**config.mk**
```make
export PLATFORM = sky130hd
export DESIGN_NAME = note_player_flat
export DESIGN_NICKNAME = d
export VERILOG_FILES = /design/src/rtl/note_player_if.sv /design/src/rtl/note_player.sv /design/src/flat_wrapper.sv
export SDC_FILE = /design/constraint.sdc
export NUM_CORES = 1
export LEC_CHECK = 0
export BUFFER_PORTS_ARGS = -buffer_cell sky130_fd_sc_hd__buf_2
export CORE_MARGIN = 2
export CORE_UTILIZATION = 57
export CTS_CLUSTER_SIZE = 30
export DETAILED_ROUTE_END_ITERATION = 8
export PLACE_DENSITY = 0.82
export SYNTH_ARGS = -nofsm -noshare
export SYNTH_HDL_FRONTEND = slang
export SYNTH_SLANG_ARGS = --single-unit
```
**constraint.sdc**
```tcl
create_clock -name clk -period 5.6 [get_ports clk]
set_clock_uncertainty 0.15 [all_clocks]
set_input_delay 0.84 -clock clk [delete_from_list [all_inputs] [get_ports clk]]
set_output_delay 0.84 -clock clk [all_outputs]
set_load 0.02 [all_outputs]
```
**src/rtl/note_player_if.sv**
```systemverilog
// note_player_if: control, note RAM read port and codec audio-out signals of the note player
interface note_player_if #(
  parameter int ADDR_W   = 6,
  parameter int SAMPLE_W = 24
);
  logic                       start;
  logic                       stop;
  logic                       beat;
  logic [ADDR_W-1:0]          last_addr;
  logic [ADDR_W-1:0]          rd_addr;
  logic [31:0]                rd_data;
  logic                       audio_out_allowed;
  logic                       write_audio_out;
  logic signed [SAMPLE_W-1:0] audio_sample;
  logic [31:0]                note_out;
  logic                       playing;
  logic                       done;

  modport master (
    output start, stop, beat, last_addr, rd_data, audio_out_allowed,
    input  rd_addr, write_audio_out, audio_sample, note_out, playing, done
  );

  modport slave (
    input  start, stop, beat, last_addr, rd_data, audio_out_allowed,
    output rd_addr, write_audio_out, audio_sample, note_out, playing, done
  );
endinterface

```
**src/rtl/note_player.sv**
```systemverilog
// note_player: steps note RAM once per beat and plays each note as a square wave; PLAYER_LOOP_EN makes playback loop forever
module note_player #(
  parameter int                          CLK_HZ    = 50000000,
  parameter int                          ADDR_W    = 6,
  parameter int                          SAMPLE_W  = 24,
  parameter logic signed [SAMPLE_W-1:0]  AMPLITUDE = 24'sd4000000,
  parameter int                          HP_W      = 20
) (
  input logic          clk,
  input logic          reset,
  note_player_if.slave bus
);
  typedef enum logic [2:0] {IDLE, FETCH, LOAD, PLAY, DONE} state_t;

  localparam longint REF_HZ = 50000000;
  // half periods at 50 MHz, indexed by fret*6 + string
  localparam int unsigned BASE [30] = '{
    303373, 227273, 170262, 127552, 101238, 75843,
    286346, 214517, 160706, 120394,  95556, 71586,
    270274, 202477, 151686, 113636,  90193, 67569,
    255105, 191113, 143173, 107258,  85131, 63776,
    240787, 180386, 135137, 101238,  80353, 60197
  };

  state_t            state_q, state_d;
  logic [ADDR_W-1:0] addr_q, addr_d;
  logic [31:0]       note_q, note_d;
  logic [HP_W-1:0]   cnt_q, cnt_d;
  logic              pol_q, pol_d;
  logic [HP_W-1:0]   hp_tab [30];
  logic [29:0]       bits;
  logic [4:0]        idx;
  logic              rest;
  logic [HP_W-1:0]   hp;

  for (genvar i = 0; i < 30; i++) begin : g_tab
    assign hp_tab[i] = HP_W'((longint'(BASE[i]) * CLK_HZ + REF_HZ / 2) / REF_HZ);
  end

  // tone lookup: lowest set bit of the incoming word in LOAD, of the held note otherwise
  always_comb begin
    bits = state_q == LOAD ? bus.rd_data[29:0] : note_q[29:0];
    idx = '0;
    for (int k = 29; k >= 0; k--) idx = bits[k] ? 5'(k) : idx;
    rest = bits == '0;
    hp = hp_tab[idx];
  end

  // next state, read address, held note and square-wave generator
  always_comb begin
    state_d = state_q;
    addr_d = addr_q;
    note_d = note_q;
    cnt_d = cnt_q;
    pol_d = pol_q;
    if (state_q != IDLE && bus.stop) begin
      state_d = IDLE;
      note_d = '0;
    end else begin
      case (state_q)
        IDLE: begin
          state_d = bus.start ? FETCH : IDLE;
          addr_d = bus.start ? '0 : addr_q;
        end
        FETCH: state_d = LOAD;
        LOAD: begin
          state_d = PLAY;
          note_d = bus.rd_data;
          cnt_d = hp - 1'b1;
          pol_d = 1'b1;
        end
        PLAY: begin
          if (!rest) begin
            cnt_d = cnt_q == '0 ? hp - 1'b1 : cnt_q - 1'b1;
            pol_d = cnt_q == '0 ? !pol_q : pol_q;
          end
          if (bus.beat) begin
            if (addr_q == bus.last_addr) begin
`ifdef PLAYER_LOOP_EN
              addr_d = '0;
              state_d = FETCH;
`else
              state_d = DONE;
`endif
            end else begin
              addr_d = addr_q + 1'b1;
              state_d = FETCH;
            end
          end
        end
        DONE: begin
          state_d = IDLE;
          note_d = '0;
        end
        default: state_d = IDLE;
      endcase
    end
  end

  // state register
  always_ff @(posedge clk or posedge reset) begin
    if (reset) begin
      state_q <= IDLE;
      addr_q <= '0;
      note_q <= '0;
      cnt_q <= '0;
      pol_q <= 1'b1;
    end else begin
      state_q <= state_d;
      addr_q <= addr_d;
      note_q <= note_d;
      cnt_q <= cnt_d;
      pol_q <= pol_d;
    end
  end

  assign bus.rd_addr = addr_q;
  assign bus.note_out = note_q;
  assign bus.playing = state_q == FETCH || state_q == LOAD || state_q == PLAY;
  assign bus.done = state_q == DONE && !bus.stop;
  assign bus.write_audio_out = state_q != IDLE && bus.audio_out_allowed;
  assign bus.audio_sample = state_q == PLAY && !rest ? (pol_q ? AMPLITUDE : -AMPLITUDE) : '0;
endmodule

```
**src/flat_wrapper.sv**
```systemverilog
// flat-port wrapper written by rule: the top's interface ports become plain ports
module note_player_flat 
#(
  parameter int                          CLK_HZ    = 50000000,
  parameter int                          ADDR_W    = 6,
  parameter int                          SAMPLE_W  = 24,
  parameter logic signed [SAMPLE_W-1:0]  AMPLITUDE = 24'sd4000000,
  parameter int                          HP_W      = 20
)
  (clk, reset, bus_start, bus_stop, bus_beat, bus_last_addr, bus_rd_data, bus_audio_out_allowed, bus_rd_addr, bus_write_audio_out, bus_audio_sample, bus_note_out, bus_playing, bus_done);
  note_player_if #(.ADDR_W(ADDR_W), .SAMPLE_W(SAMPLE_W)) bus_i ();
  input logic clk;
  input logic reset;
  input wire logic [$bits(bus_i.start)-1:0] bus_start;
  input wire logic [$bits(bus_i.stop)-1:0] bus_stop;
  input wire logic [$bits(bus_i.beat)-1:0] bus_beat;
  input wire logic [$bits(bus_i.last_addr)-1:0] bus_last_addr;
  input wire logic [$bits(bus_i.rd_data)-1:0] bus_rd_data;
  input wire logic [$bits(bus_i.audio_out_allowed)-1:0] bus_audio_out_allowed;
  output wire logic [$bits(bus_i.rd_addr)-1:0] bus_rd_addr;
  output wire logic [$bits(bus_i.write_audio_out)-1:0] bus_write_audio_out;
  output wire logic [$bits(bus_i.audio_sample)-1:0] bus_audio_sample;
  output wire logic [$bits(bus_i.note_out)-1:0] bus_note_out;
  output wire logic [$bits(bus_i.playing)-1:0] bus_playing;
  output wire logic [$bits(bus_i.done)-1:0] bus_done;
  assign bus_i.start = bus_start;
  assign bus_i.stop = bus_stop;
  assign bus_i.beat = bus_beat;
  assign bus_i.last_addr = bus_last_addr;
  assign bus_i.rd_data = bus_rd_data;
  assign bus_i.audio_out_allowed = bus_audio_out_allowed;
  assign bus_rd_addr = bus_i.rd_addr;
  assign bus_write_audio_out = bus_i.write_audio_out;
  assign bus_audio_sample = bus_i.audio_sample;
  assign bus_note_out = bus_i.note_out;
  assign bus_playing = bus_i.playing;
  assign bus_done = bus_i.done;
  note_player #(.CLK_HZ(CLK_HZ), .ADDR_W(ADDR_W), .SAMPLE_W(SAMPLE_W), .AMPLITUDE(AMPLITUDE), .HP_W(HP_W)) u_core (.clk(clk), .reset(reset), .bus(bus_i));
endmodule
```
==> insert_results.sql <==
INSERT INTO impl_metrics (metric_group, metric, value, unit) VALUES
('routing', 'vias', '6341', ''),
('setup_path', 'max_fanout_on_critical_path', '29', ''),
('synth', 'ys_seq_area_frac', '0.267', ''),
('synth', 'syn-mean-instance-area', '7.99', 'um2'),
('placement', 'dp_hpwl', '13100', 'um'),
('timing', 'rsz0062_at_grt', 'false', ''),
('floorplan', 'core.rowCount', '36', ''),
('timing', 'layout_min_cycle_time', '5.27', 'ns'),
('placement', 'placement.io_buffers', '100', ''),
('floorplan', 'die-area', '11000', 'um2'),
('cells_and_area', 'drive_gt1_frac', '0.220', ''),
('setup_path', 'setup.worst_path.start_class', 'flip-flop', ''),
('synth', 'ys_warn_count', '0', ''),
('synth', 'syn_inst', '728', ''),
('run', 'max_cap_viol', '0', ''),
('routing', 'routed_wire_length_per_instance', '19.3', 'um'),
('grt', 'grt_util_met2', '0.509', ''),
('setup_path', 'worstPathCellList', 'or3b_4 > or3_1 > nand3_1 > a21oi_4 > o32ai_1 > ha_1 > mux2i_1 > a22oi_1 > o31ai_1 > a211oi_1 > nand3_1 > or3_1 > a41oi_2', ''),
('routing', 'postRouteAntennaNets', '0', ''),
('floorplan', 'dieHeight', '105', 'um'),
('timing', 'slew_viol_final', '0', ''),
('clocking', 'cts_buffer_depth', '2', ''),
('cells_and_area', 'final_common_cell', 'nand2_1', ''),
('setup_path', 'critical_path.slowest_cell', 'a211oi_1', ''),
('timing', 'max_freq', '190', 'MHz'),
('clocking', 'numCtsBuffers', '9', ''),
('grt', 'grt_busiest_layer', 'met2', ''),
('synth', 'synth_seq_cells', '62', ''),
('floorplan', 'chipWidth', '105', 'um'),
('grt', 'grt.overflow.total', '0', ''),
('timing', 'post-route-period-util', '0.942', ''),
('routing', 'routed_wl', '18100', 'um'),
('synth', 'yosys.cell_types.count', '98', ''),
('min_path', 'hp-class', 'reg2reg', ''),
('synth', 'synthesis.area', '5820', 'um2'),
('setup_path', 'critical_path_endpoint_category', 'flip-flop', ''),
('routing', 'drtIter0Drc', '571', ''),
('synth', 'synth_async_sr_flop_share', '1.00', ''),
('synth', 'yosys_most_used_dff', 'dfrtp_1', ''),
('clocking', 'clkTransAtPathRegs', '0.07', 'ns'),
('clocking', 'h-tree-depth', '3', ''),
('clocking', 'post_cts_buffers', '0', ''),
('timing', 'worst_pin_slew', '1.38', 'ns'),
('cells_and_area', 'finalNetCount', '853', ''),
('floorplan', 'boundaryPins', '109', ''),
('grt', 'gr-usage-met1', '0.440', ''),
('grt', 'grt.total_usage', '0.324', ''),
('cells_and_area', 'most-common-layout-cells', 'nand2_1, buf_2, dfrtp_1, a21oi_1, nor2_1', ''),
('grt', 'grt.met3_usage', '0.0593', ''),
('cells_and_area', 'n_antenna_cell', '0', ''),
('cells_and_area', 'areaGrowthSynthToFinish', '10.0', '%'),
('grt', 'vias_in_the_first_global_route', '5735', ''),
('clocking', 'worstSkewPairLatency', '0.35', 'ns'),
('clocking', 'cts_tree', 'done', ''),
('setup_path', 'cp_slowest_stage_delay', '0.96', 'ns'),
('clocking', 'clk_root_buffer_cell', 'clkbuf_8', ''),
('routing', 'detail_route.drc_violations', '0', ''),
('routing', 'routed_via_density', '6.79', ''),
('floorplan', 'core_region_area', '9820', 'um2'),
('synth', 'synth_edf_count', '0', ''),
('status', 'status', 'finished, final reports clean', ''),
('grt', 'grt_pass1_wl', '29100', 'um'),
('floorplan', 'floorplan.initialDensity', '0.592', ''),
('setup_path', 'timing.critical_path.required', '5.72', 'ns'),
('grt', 'antenna_violations_before_repair', '0', ''),
('placement', 'globalplace.congestion', '1.08', ''),
('clocking', 'cts_hold_buf', '0', ''),
('timing', 'maxSlewHeadroom', '0.0773', ''),
('clocking', 'numClockSinks', '62', ''),
('setup_path', 'crit_type', 'reg2reg', ''),
('timing', 'timing.final.setup_violations', '0', ''),
('timing', 'setup_total_neg_slack', '0', 'ns'),
('setup_path', 'cp.arrival', '5.39', 'ns'),
('clocking', 'cts.repair.resized', '0', ''),
('routing', 'length_of_the_first_detailed_routing_pass_in_iterations', '5', ''),
('timing', 'final-hold-violation-count', '0', ''),
('grt', 'pin_count_of_the_biggest_net_entering_global_routing', '63', '');
==> cell usage after synthesis (all sizes together), types with 3 or more instances <==
cell	count	share of area
nand2	110	0.072
dfrtp	61	0.26
a21oi	60	0.056
nor2	56	0.037
o21ai	45	0.043
buf	44	0.057
nand3	32	0.031
nor3	30	0.027
nor4	27	0.033
clkbuf	15	0.0097
nor2b	14	0.015
ha	13	0.028
inv	13	0.0088
mux2i	12	0.021
o31ai	12	0.016
xor2	12	0.018
o211ai	11	0.016
a211oi	10	0.015
nand4	10	0.013
a31oi	9	0.013
o221ai	9	0.014
xnor2	9	0.014
o21bai	8	0.010
o22ai	8	0.0097
o311ai	7	0.011
or3	7	0.0075
a22o	6	0.011
a22oi	6	0.0077
and2	6	0.0077
a21o	5	0.0065
a221oi	4	0.0093
o32ai	4	0.011
a21boi	3	0.0039
and3	3	0.0032
and4	3	0.0045
mux2	3	0.0058
nand3b	3	0.0039
nor3b	3	0.0058
==> registers in the layout, summed over array words and instances, names as in the netlist <==
register             cells
u_core.bus.note_out     32
u_core.bus.rd_addr       6
u_core.cnt_q            20
u_core.pol_q             1
u_core.state_q           3
==> critical path: cells and delay by family (launching register included) <==
family	cells	cell delay, ns
flip-flops	1	0.52
multiplexers	1	0.13
adder cells (fa/ha/maj)	1	0.43
AO/OA/AOI/OAI	6	2.22
AND/OR/NAND/NOR	5	1.73
==> per-stage QoR <==
step | util | area (um2) | cells | setup slack, ns | hold slack, ns
finish | 0.652 | 6400 | 934 | 0.326 | 0.342
global route | 0.652 | 6400 | 934 | 0.0760 | 0.364
CTS | 0.652 | 6400 | 934 | 0.477 | 0.343
detailed placement | 0.631 | 6200 | 918 | 0.477 | 0.331
global placement | 0.631 | 6200 | 918 | 0.578 | 0.324
floorplan | - | 5840 | 735 | 1.49 | 0.307
==> cell type report <==
type | count | area [um2]
fillers | 860 | 3420
repair buffers | 109 | 581
well taps | 133 | 166
flip-flops and latches | 62 | 1550
clock buffers | 11 | 141
multi-input cells | 601 | 3850
inverters | 13 | 51.3
clock inverters | 5 | 58.8
==> cells by family after synthesis <==
| family | Yosys count | synth area share |
|---|---|---|
| multiplexers | 15 | 0.0265 |
| other | 1 | 0.000645 |
| flip-flops | 62 | 0.267 |
| XOR/XNOR | 21 | 0.0316 |
| adder cells (fa/ha/maj) | 13 | 0.0280 |
| AND/OR/NAND/NOR | 314 | 0.276 |
| AO/OA/AOI/OAI | 230 | 0.294 |
| buffers and inverters | 72 | 0.0759 |
==> path summary, 6_finish.rpt <==
path,from,endpoint,slack (ns),cells after the start
worst max-delay path,u_core.state_q[2]$_DFFE_PP0P_,u_core.cnt_q[16]$_DFFE_PP0P_,0.33,13
worst min-delay path,u_core.cnt_q[19]$_DFFE_PP0P_,u_core.cnt_q[19]$_DFFE_PP0P_,0.34,1
worst max register to register,u_core.state_q[2]$_DFFE_PP0P_,u_core.cnt_q[16]$_DFFE_PP0P_,0.33,13
worst min register to register,u_core.cnt_q[19]$_DFFE_PP0P_,u_core.cnt_q[19]$_DFFE_PP0P_,0.34,1
max in group asynchronous,reset,u_core.bus.note_out[1]$_DFFE_PP0P_,4.19,3
min in group asynchronous,reset,u_core.state_q[2]$_DFFE_PP0P_,0.56,3
==> layer usage <==
metal  vias up  wire length (um)  share of wire
met2       422              8300           0.46
met1      3016              7390           0.41
met3        70              1740          0.096
met5         -                 0              0
met4         0               648          0.036
li1       2833                 -              -
Power is not shown: default switching activity piles up to over one toggle a cycle in this logic, so the estimate is an artifact.
